**config.mk**
```make
export PLATFORM = sky130hd
export DESIGN_NAME = mem_access_ctrl
export DESIGN_NICKNAME = d
export VERILOG_FILES = /design/src/rtl/mem_access_ctrl_pkg.sv /design/src/rtl/mem_access_ctrl_extend.sv /design/src/rtl/mem_access_ctrl.sv
export SDC_FILE = /design/constraint.sdc
export NUM_CORES = 1
export LEC_CHECK = 0
export ABC_AREA = 1
export BUFFER_PORTS_ARGS = -buffer_cell sky130_fd_sc_hd__buf_2
export CORE_AREA = 2 2 154 156
export CTS_CLUSTER_DIAMETER = 50
export CTS_CLUSTER_SIZE = 16
export DETAILED_ROUTE_END_ITERATION = 6
export DIE_AREA = 0 0 156 158
export PLACE_DENSITY = 0.78
export SETUP_SLACK_MARGIN = 0.5
export SLEW_MARGIN = 5
export SYNTH_ARGS = -nofsm -noshare
export SYNTH_HDL_FRONTEND = slang
export SYNTH_SLANG_ARGS = --single-unit
```
**constraint.sdc**
```tcl
create_clock -name clk -period 1.65 [get_ports clk]
set_input_delay 0.0825 -clock clk [delete_from_list [all_inputs] [get_ports clk]]
set_output_delay 0.0825 -clock clk [all_outputs]
set_load 0.01 [all_outputs]
```
**src/rtl/mem_access_ctrl_pkg.sv**
```systemverilog
// Shared definitions for the load/store front-end: bus width, RISC-V funct3
// encodings, FSM state encoding and the access-size helper.
package mem_access_ctrl_pkg;

  localparam int BUS_64 = 64;

  localparam logic [2:0] FUNCT3_LB  = 3'b000;
  localparam logic [2:0] FUNCT3_LH  = 3'b001;
  localparam logic [2:0] FUNCT3_LW  = 3'b010;
  localparam logic [2:0] FUNCT3_LD  = 3'b011;
  localparam logic [2:0] FUNCT3_LBU = 3'b100;
  localparam logic [2:0] FUNCT3_LHU = 3'b101;
  localparam logic [2:0] FUNCT3_LWU = 3'b110;
  localparam logic [2:0] FUNCT3_SB  = 3'b000;
  localparam logic [2:0] FUNCT3_SH  = 3'b001;
  localparam logic [2:0] FUNCT3_SW  = 3'b010;
  localparam logic [2:0] FUNCT3_SD  = 3'b011;

  typedef enum logic [1:0] {
    ST_IDLE    = 2'd0,
    ST_REQ     = 2'd1,
    ST_RELEASE = 2'd2
  } state_e;

  // Cache core expects the access size as byte count minus one.
  function automatic logic [2:0] bytes_minus1(input logic [1:0] size);
    case (size)
      2'b00:   return 3'd0;
      2'b01:   return 3'd1;
      2'b10:   return 3'd3;
      default: return 3'd7;
    endcase
  endfunction

endpackage

```
**src/rtl/mem_access_ctrl_extend.sv**
```systemverilog
// Combinational load-data extension selected by funct3; shared with the
// uncached MMIO load path.
module mem_load_extend
  import mem_access_ctrl_pkg::*;
(
  input  logic [2:0]        i_funct3,
  input  logic [BUS_64-1:0] i_rdata,
  output logic [BUS_64-1:0] o_data
);

  always_comb begin
    o_data = i_rdata;
    case (i_funct3)
      FUNCT3_LB:  o_data = {{56{i_rdata[7]}},  i_rdata[7:0]};
      FUNCT3_LH:  o_data = {{48{i_rdata[15]}}, i_rdata[15:0]};
      FUNCT3_LW:  o_data = {{32{i_rdata[31]}}, i_rdata[31:0]};
      FUNCT3_LBU: o_data = {56'd0, i_rdata[7:0]};
      FUNCT3_LHU: o_data = {48'd0, i_rdata[15:0]};
      FUNCT3_LWU: o_data = {32'd0, i_rdata[31:0]};
      default:    o_data = i_rdata;
    endcase
  end

endmodule

```
**src/rtl/mem_access_ctrl.sv**
```systemverilog
// MEM-stage load/store front-end driving the cache core req/ack handshake.
// Optional misaligned-access trap enabled by YSYX_210544_MISALIGN_TRAP_EN.
module mem_access_ctrl
  import mem_access_ctrl_pkg::*;
#(
  parameter int ADDR_W = 64,
  parameter int DATA_W = 64
) (
  input  logic              clk,
  input  logic              rst,
  input  logic              i_mem_valid,
  input  logic              i_mem_ren,
  input  logic              i_mem_wen,
  input  logic [2:0]        i_mem_funct3,
  input  logic [ADDR_W-1:0] i_mem_addr,
  input  logic [DATA_W-1:0] i_mem_wdata,
  output logic [DATA_W-1:0] o_mem_rdata,
  output logic              o_mem_done,
  output logic              o_mem_stall,
  output logic              o_mem_misalign,
  output logic [ADDR_W-1:0] o_cache_core_addr,
  output logic [DATA_W-1:0] o_cache_core_wdata,
  output logic [2:0]        o_cache_core_bytes,
  output logic              o_cache_core_op,
  output logic              o_cache_core_req,
  input  logic [DATA_W-1:0] i_cache_core_rdata,
  input  logic              i_cache_core_ack
);

  state_e            state_q, state_d;
  logic [ADDR_W-1:0] addr_q, addr_d;
  logic [DATA_W-1:0] wdata_q, wdata_d;
  logic [DATA_W-1:0] rdata_q, rdata_d;
  logic [2:0]        bytes_q, bytes_d;
  logic [2:0]        funct3_q, funct3_d;
  logic              op_q, op_d;
  logic              req_q, req_d;
  logic              done_q, done_d;
  logic              misalign_q, misalign_d;

  logic              mem_access;
  logic              accept;
  logic              misaligned;
  logic [2:0]        bytes_in;
  logic [BUS_64-1:0] ext_data;

  assign mem_access = i_mem_valid & (i_mem_ren | i_mem_wen);
  // The done term keeps the just-finished instruction from being taken twice.
  assign accept     = mem_access & ~done_q;
  assign bytes_in   = bytes_minus1(i_mem_funct3[1:0]);

`ifdef YSYX_210544_MISALIGN_TRAP_EN
  assign misaligned = |(i_mem_addr[2:0] & bytes_in);
`else
  assign misaligned = 1'b0;
`endif

  mem_load_extend u_extend (
    .i_funct3 (funct3_q),
    .i_rdata  (i_cache_core_rdata),
    .o_data   (ext_data)
  );

  always_comb begin
    state_d    = state_q;
    addr_d     = addr_q;
    wdata_d    = wdata_q;
    rdata_d    = rdata_q;
    bytes_d    = bytes_q;
    funct3_d   = funct3_q;
    op_d       = op_q;
    req_d      = req_q;
    done_d     = 1'b0;
    misalign_d = 1'b0;
    case (state_q)
      ST_IDLE: begin
        if (accept) begin
          if (misaligned) begin
            done_d     = 1'b1;
            misalign_d = 1'b1;
            rdata_d    = '0;
          end else begin
            addr_d   = i_mem_addr;
            wdata_d  = i_mem_wdata;
            op_d     = i_mem_wen;
            bytes_d  = bytes_in;
            funct3_d = i_mem_funct3;
            req_d    = 1'b1;
            state_d  = ST_REQ;
          end
        end
      end
      ST_REQ: begin
        if (i_cache_core_ack) begin
          req_d   = 1'b0;
          done_d  = 1'b1;
          rdata_d = op_q ? '0 : ext_data;
          state_d = ST_RELEASE;
        end
      end
      ST_RELEASE: begin
        // Hold off the next request until the core has dropped ack.
        if (!i_cache_core_ack) state_d = ST_IDLE;
      end
      default: begin
        req_d   = 1'b0;
        state_d = ST_IDLE;
      end
    endcase
  end

  always_ff @(posedge clk or negedge rst) begin
    if (!rst) begin
      state_q    <= ST_IDLE;
      addr_q     <= '0;
      wdata_q    <= '0;
      rdata_q    <= '0;
      bytes_q    <= '0;
      funct3_q   <= '0;
      op_q       <= 1'b0;
      req_q      <= 1'b0;
      done_q     <= 1'b0;
      misalign_q <= 1'b0;
    end else begin
      state_q    <= state_d;
      addr_q     <= addr_d;
      wdata_q    <= wdata_d;
      rdata_q    <= rdata_d;
      bytes_q    <= bytes_d;
      funct3_q   <= funct3_d;
      op_q       <= op_d;
      req_q      <= req_d;
      done_q     <= done_d;
      misalign_q <= misalign_d;
    end
  end

  assign o_mem_rdata        = rdata_q;
  assign o_mem_done         = done_q;
  assign o_mem_stall        = mem_access & ~done_q;
  assign o_mem_misalign     = misalign_q;
  assign o_cache_core_addr  = addr_q;
  assign o_cache_core_wdata = wdata_q;
  assign o_cache_core_bytes = bytes_q;
  assign o_cache_core_op    = op_q;
  assign o_cache_core_req   = req_q;

endmodule

```
* Word level (Yosys, flattened, before mapping)
Cells that the tools add are included.
W data, S select, Z words.
** Storage, ports and cells
- Bits in registers :: 203
- Bits of input ports :: 201
- Output and inout bits :: 200
- Word-level logic and storage cells :: 45
** Operators by class
- Mux-type cells :: 12
- Reduce and logical (&&, ||, !) cells :: 7
- Bitwise logic cells :: 5
- Equality and inequality tests :: 12
** Operators by type and width (count)
- $pmux W64 S6 :: 1
- $mux W64 :: 1
- $eq A3 B3 Y1 const B :: 3
- $pmux W3 S3 :: 1
- $mux W2 :: 3
- $ne A2 B2 Y1 const B :: 3
- $pmux W2 S3 :: 1
- $reduce_and A3 Y1 :: 2
- $eq A2 B1 Y1 const B :: 2
- $eq A2 B2 Y1 const B :: 2
- $logic_not A2 Y1 :: 2
- $mux W1 :: 4
- $reduce_and A2 Y1 :: 2
- $eq A3 B1 Y1 const B :: 1
- $eq A3 B2 Y1 const B :: 1
- $logic_not A3 Y1 :: 1
- $pmux W1 S3 :: 1
- $and A1 B1 Y1 :: 2
- $not A1 Y1 :: 2
- $or A1 B1 Y1 :: 1

* Longest topological paths before layout
- Depth in word-level cells :: 5
- Mapped depth :: 7
- Gate-level depth less buffers :: 6

* Cells and area by module
A second synthesis with hierarchy kept.
** Second synthesis, totals
- Cells, all modules :: 1046
- Area, all modules :: 8831.0 um^2
** By module, submodules not included
- mem_access_ctrl :: cells each 891, seq. area each 5079.9 um^2, area each 7998.9 um^2, times used 1
- mem_load_extend :: cells each 155, seq. area each 0.0 um^2, area each 832.0 um^2, times used 1

* Least setup slack after synthesis
Ideal clock, no wire load.
- Kind :: reg-to-reg
- Start point :: register funct3_q[1]
- End point :: register rdata_q[34] (netlist: o_mem_rdata[34])
- Data arrival time :: 1.172 ns
- Data required time :: 1.584 ns
- Period minus slack after synthesis :: 1.238 ns
- Stages on the path, launching flop included :: 8
- Library setup time :: 0.066 ns
- Path slack :: 0.412 ns
- Path buffers :: 2
- Cell sequence :: dfrtp_1 buf_4 nor2_1 nand2_2 nand2_2 buf_2 o21ai_0 nand2_1
** Between the ends
- Cells in the longest elaborated chain, start to end :: 3
- Elaborated cells between the ends (all ways) :: 8
- Those cells by class :: eq/ne: 5; mux: 2; reduce/logical: 1
** Ends and longest elaborated chain
- start: declaration :: RTL line mem_access_ctrl.sv:35 : logic [2:0] funct3_q, funct3_d;
- start signal: assignment :: RTL line mem_access_ctrl.sv:130 : funct3_q <= funct3_d;
- $eq A3 B3 Y1, or another cell as far along :: RTL line mem_access_ctrl_extend.sv:13 : case (i_funct3)
- $pmux W64 S6 (*) :: RTL line mem_access_ctrl_extend.sv:13
- $mux W64 (*) :: RTL line mem_access_ctrl.sv:97 : rdata_d = op_q ? '0 : ext_data;
- end signal: assignment :: RTL line mem_access_ctrl.sv:128 : rdata_q <= rdata_d;
- end: declaration :: RTL line mem_access_ctrl.sv:33 : logic [DATA_W-1:0] rdata_q, rdata_d;
Mark *: on every way between the ends. The rest lies on a longest branch, timed or not.
A chain may end at the register's enable or synchronous reset.

* Worst setup path in the final report
- Start point :: register state_q[0]
- End point :: register wdata_q[26] (netlist: o_cache_core_wdata[26])
** Between the ends
- Cells in the longest elaborated chain, start to end :: 2
** Ends and longest elaborated chain
- start: declaration :: RTL line mem_access_ctrl.sv:30 : state_e state_q, state_d;
- start signal: assignment :: RTL line mem_access_ctrl.sv:125 : state_q <= state_d;
- $logic_not A2 Y1 :: RTL line mem_access_ctrl.sv:75 : case (state_q)
- $reduce_and A2 Y1 (no source line)
- end signal: assignment :: RTL line mem_access_ctrl.sv:127 : wdata_q <= wdata_d;
- end: declaration :: RTL line mem_access_ctrl.sv:32 : logic [DATA_W-1:0] wdata_q, wdata_d;
Every way passes these cells.

==> results.json <==
{
  "status": "finished clean",
  "start_kind": "register",
  "area_growth_pct": 96.5,
  "power.leakage_nw": 9.29,
  "crit_path_end_kind": "register",
  "port_buffers": 399,
  "p_int_mw": 18.2,
  "yosysSeqAreaShare_pct": 59.7,
  "seqPwrFrac_pct": 29.8,
  "clkLatencyLatePin_ns": 0.52,
  "htree_levels": 1,
  "synth_cell_types": 20,
  "final_hold_viol_count": 0,
  "clk_pin_slew_ns": 0.08,
  "dieHeight_um": 158,
  "cp.arrival_ns": 1.96,
  "synth_area_mm2": 0.00850,
  "busiest_layer": "met2",
  "die-area_mm2": 0.0246,
  "power.density_mw_per_mm2": 1840,
  "sw_frac_of_total_pct": 40.8,
  "finish.utilization_pct": 72.5,
  "gp_congestion": 0.793,
  "fmax_mhz": 661,
  "min_period_ns": 1.51,
  "syn_nets": 1217,
  "crit_type": "reg -> reg",
  "grt.overflow.total": 0,
  "antenna_found_initial": 0,
  "syn_avg_cell_area_um2": 8.37,
  "final_cell_mix": "nand2_1, buf_2, dlygate4sd3_1, dfrtp_1, nand3_1",
  "vias": 11409,
  "synth_seq_cells": 203,
  "cap_violations": 0,
  "use_met3_pct": 6.84,
  "use_met2_pct": 49.1,
  "grt_pass1_wl_mm": 55.6,
  "crit_chain": "buf_4, nor2_4, buf_12, buf_4, buf_6, clkbuf_16, nand3_1, nand2_1",
  "finClkSkew_ns": 0.0280,
  "rsz0062_at_grt": "true",
  "cts_max_path_buffers": 3,
  "post-dp-hpwl_mm": 18.9,
  "final_common_cell": "nand2_1",
  "firstDrtPassIters": 6,
  "placementRows": 56,
  "post_drt_wl_per_cell_um": 22.0,
  "min_path_type": "in -> async",
  "cts_tree": "built",
  "p_comb_share_pct": 52.2,
  "tightest_slew_ns": 0.550,
  "layout.nets": 1957,
  "io_pins": 401,
  "start_util_pct": 36.9,
  "drcViolationCount": 0,
  "setup_tns_ns": 0,
  "dieWidth_um": 156,
  "grt_use_met1_pct": 33.1,
  "numCtsBuffers": 23,
  "clockPowerShare_pct": 18.0,
  "crit_fanout": 8,
  "crit_required_ns": 2.10,
  "ir_worst_vdd_mv": 1.07,
  "core_area_mm2": 0.0231,
  "grt_usage_pct": 28.6,
  "wl_mm": 45.3,
  "slew_violations": 0,
  "ys_warn_count": 0,
  "critPathMaxStageDelay_ns": 0.40,
  "drtIter0Drc": 1319,
  "via_per_inst": 5.54,
  "postRouteAntennaNets": 0,
  "cpMostUsedCell": "buf_4",
  "drive_above_1_share_pct": 42.8,
  "switching_power_mw": 12.5,
  "finalCritPeriodShare_pct": 91.7,
  "grt_pass1_vias": 10450,
  "num_antenna_cells": 0,
  "numClockSinks": 203,
  "slew_headroom_pct": 63.3,
  "cts_root_buffer": "clkbuf_16",
  "hold-worst-slack_ns": 0.109,
  "setup_violations": 0,
  "grt_max_degree": 58,
  "synthCells": 1016,
  "critical_path.slowest_cell": "dfrtp_1"
}
-- logic make-up after synthesis --
group	count (synthesis)	share of synthesized area [%]
AOI/OAI and AO/OA	35	2.06
buffers and inverters	79	4.50
DFF	203	59.7
other	1	0.0441
and+or+nand+nor	698	33.7
-- cells in the mapped netlist --
cell,instances,area share (%)
buf_2,34,2.0
inv_1,7,0.31
nand2_1,468,21
buf_4,5,0.44
clkbuf_1,26,1.1
buf_6,3,0.40
nand2_2,3,0.22
nand2_4,1,0.13
nor3b_1,1,0.088
o21ai_1,19,1.1
nand3_1,152,8.9
or2_2,1,0.074
conb_1,1,0.044
inv_2,2,0.088
nor2_1,67,3.0
nor2_4,3,0.40
nand3b_1,2,0.18
o21ai_0,16,0.94
dfrtp_1,203,60
clkbuf_2,2,0.12
-- final timing paths --
kind	from	to	slack, ns	cells past startpoint
max in group asynchronous	rst	o_cache_core_wdata[59]	0.82	3
setup / recovery	state_q[0]	o_cache_core_wdata[26]	0.14	8
min in group clk	i_cache_core_rdata[0]	o_mem_rdata[0]	0.33	4
hold reg to reg	o_cache_core_wdata[59]	o_cache_core_wdata[59]	0.47	2
setup reg to reg	state_q[0]	o_cache_core_wdata[26]	0.14	8
hold / removal	rst	o_mem_rdata[30]	0.11	2
-- per-layer routing --
layer  part of all wire, %  vias to the layer above
met5                     0                        -
met4                   7.5                        0
met3                    11                      297
met2                    48                     1046
met1                    34                     5351
li1                      -                     4715
-- layout make-up --
| type | instances | area (µm²) |
|---|---|---|
| repair buffers | 781 | 6790 |
| fillers | 1343 | 6340 |
| flip-flops and latches | 203 | 5090 |
| multi-input cells | 738 | 3590 |
| clock buffers | 27 | 621 |
| well taps | 290 | 363 |
| clock inverters | 12 | 188 |
| inverters | 9 | 66.3 |
-- repair_timing --
item,CTS,global route
gates resized for setup,106,180
gates cloned,18,24
buffers inserted,22,90
hold buffers,198,0
endpoints found under the hold margin,333,0
pin swaps,24,42
setup endpoints to repair,227,348
-- metrics by stage --
stage          cells  power, mW  setup WS (ns)  cell area [µm²]
3_3_place_gp    1669       17.6          0.148            11000
2_1_floorplan   1016       13.8          0.477             8680
3_5_place_dp    1669       17.9          0.135            11000
6_report        2060       30.7          0.136            16700
5_1_grt         2060       31.9         0.0945            16700
4_1_cts         1946       25.4          0.227            14800
-- critical path, delay by kind of cell (launching register included) --
kind	cells	cell delay, ns
buf+inv	5	0.72
flops	1	0.40
simple gates	3	0.34
-- registers in the layout, indices dropped and copies added, names as in the netlist --
register	flops
o_cache_core_bytes	3
o_cache_core_addr	64
o_mem_rdata	64
o_mem_done	1
o_cache_core_op	1
funct3_q	3
o_cache_core_wdata	64
o_cache_core_req	1
state_q	2
-- power groups by stage --
| stage | clock (mW) | sequential (mW) | combinational [mW] |
|---|---|---|---|
| after floorplan | 0 | 9.69 | 4.15 |
| after global placement | 0 | 8.64 | 8.99 |
| final | 5.52 | 9.16 | 16.0 |
| after CTS | 5.54 | 8.72 | 11.1 |
| after global routing | 5.78 | 9.30 | 16.8 |
| after detailed placement | 0 | 8.68 | 9.21 |
Note: power is estimated with default switching activity, not from simulation.
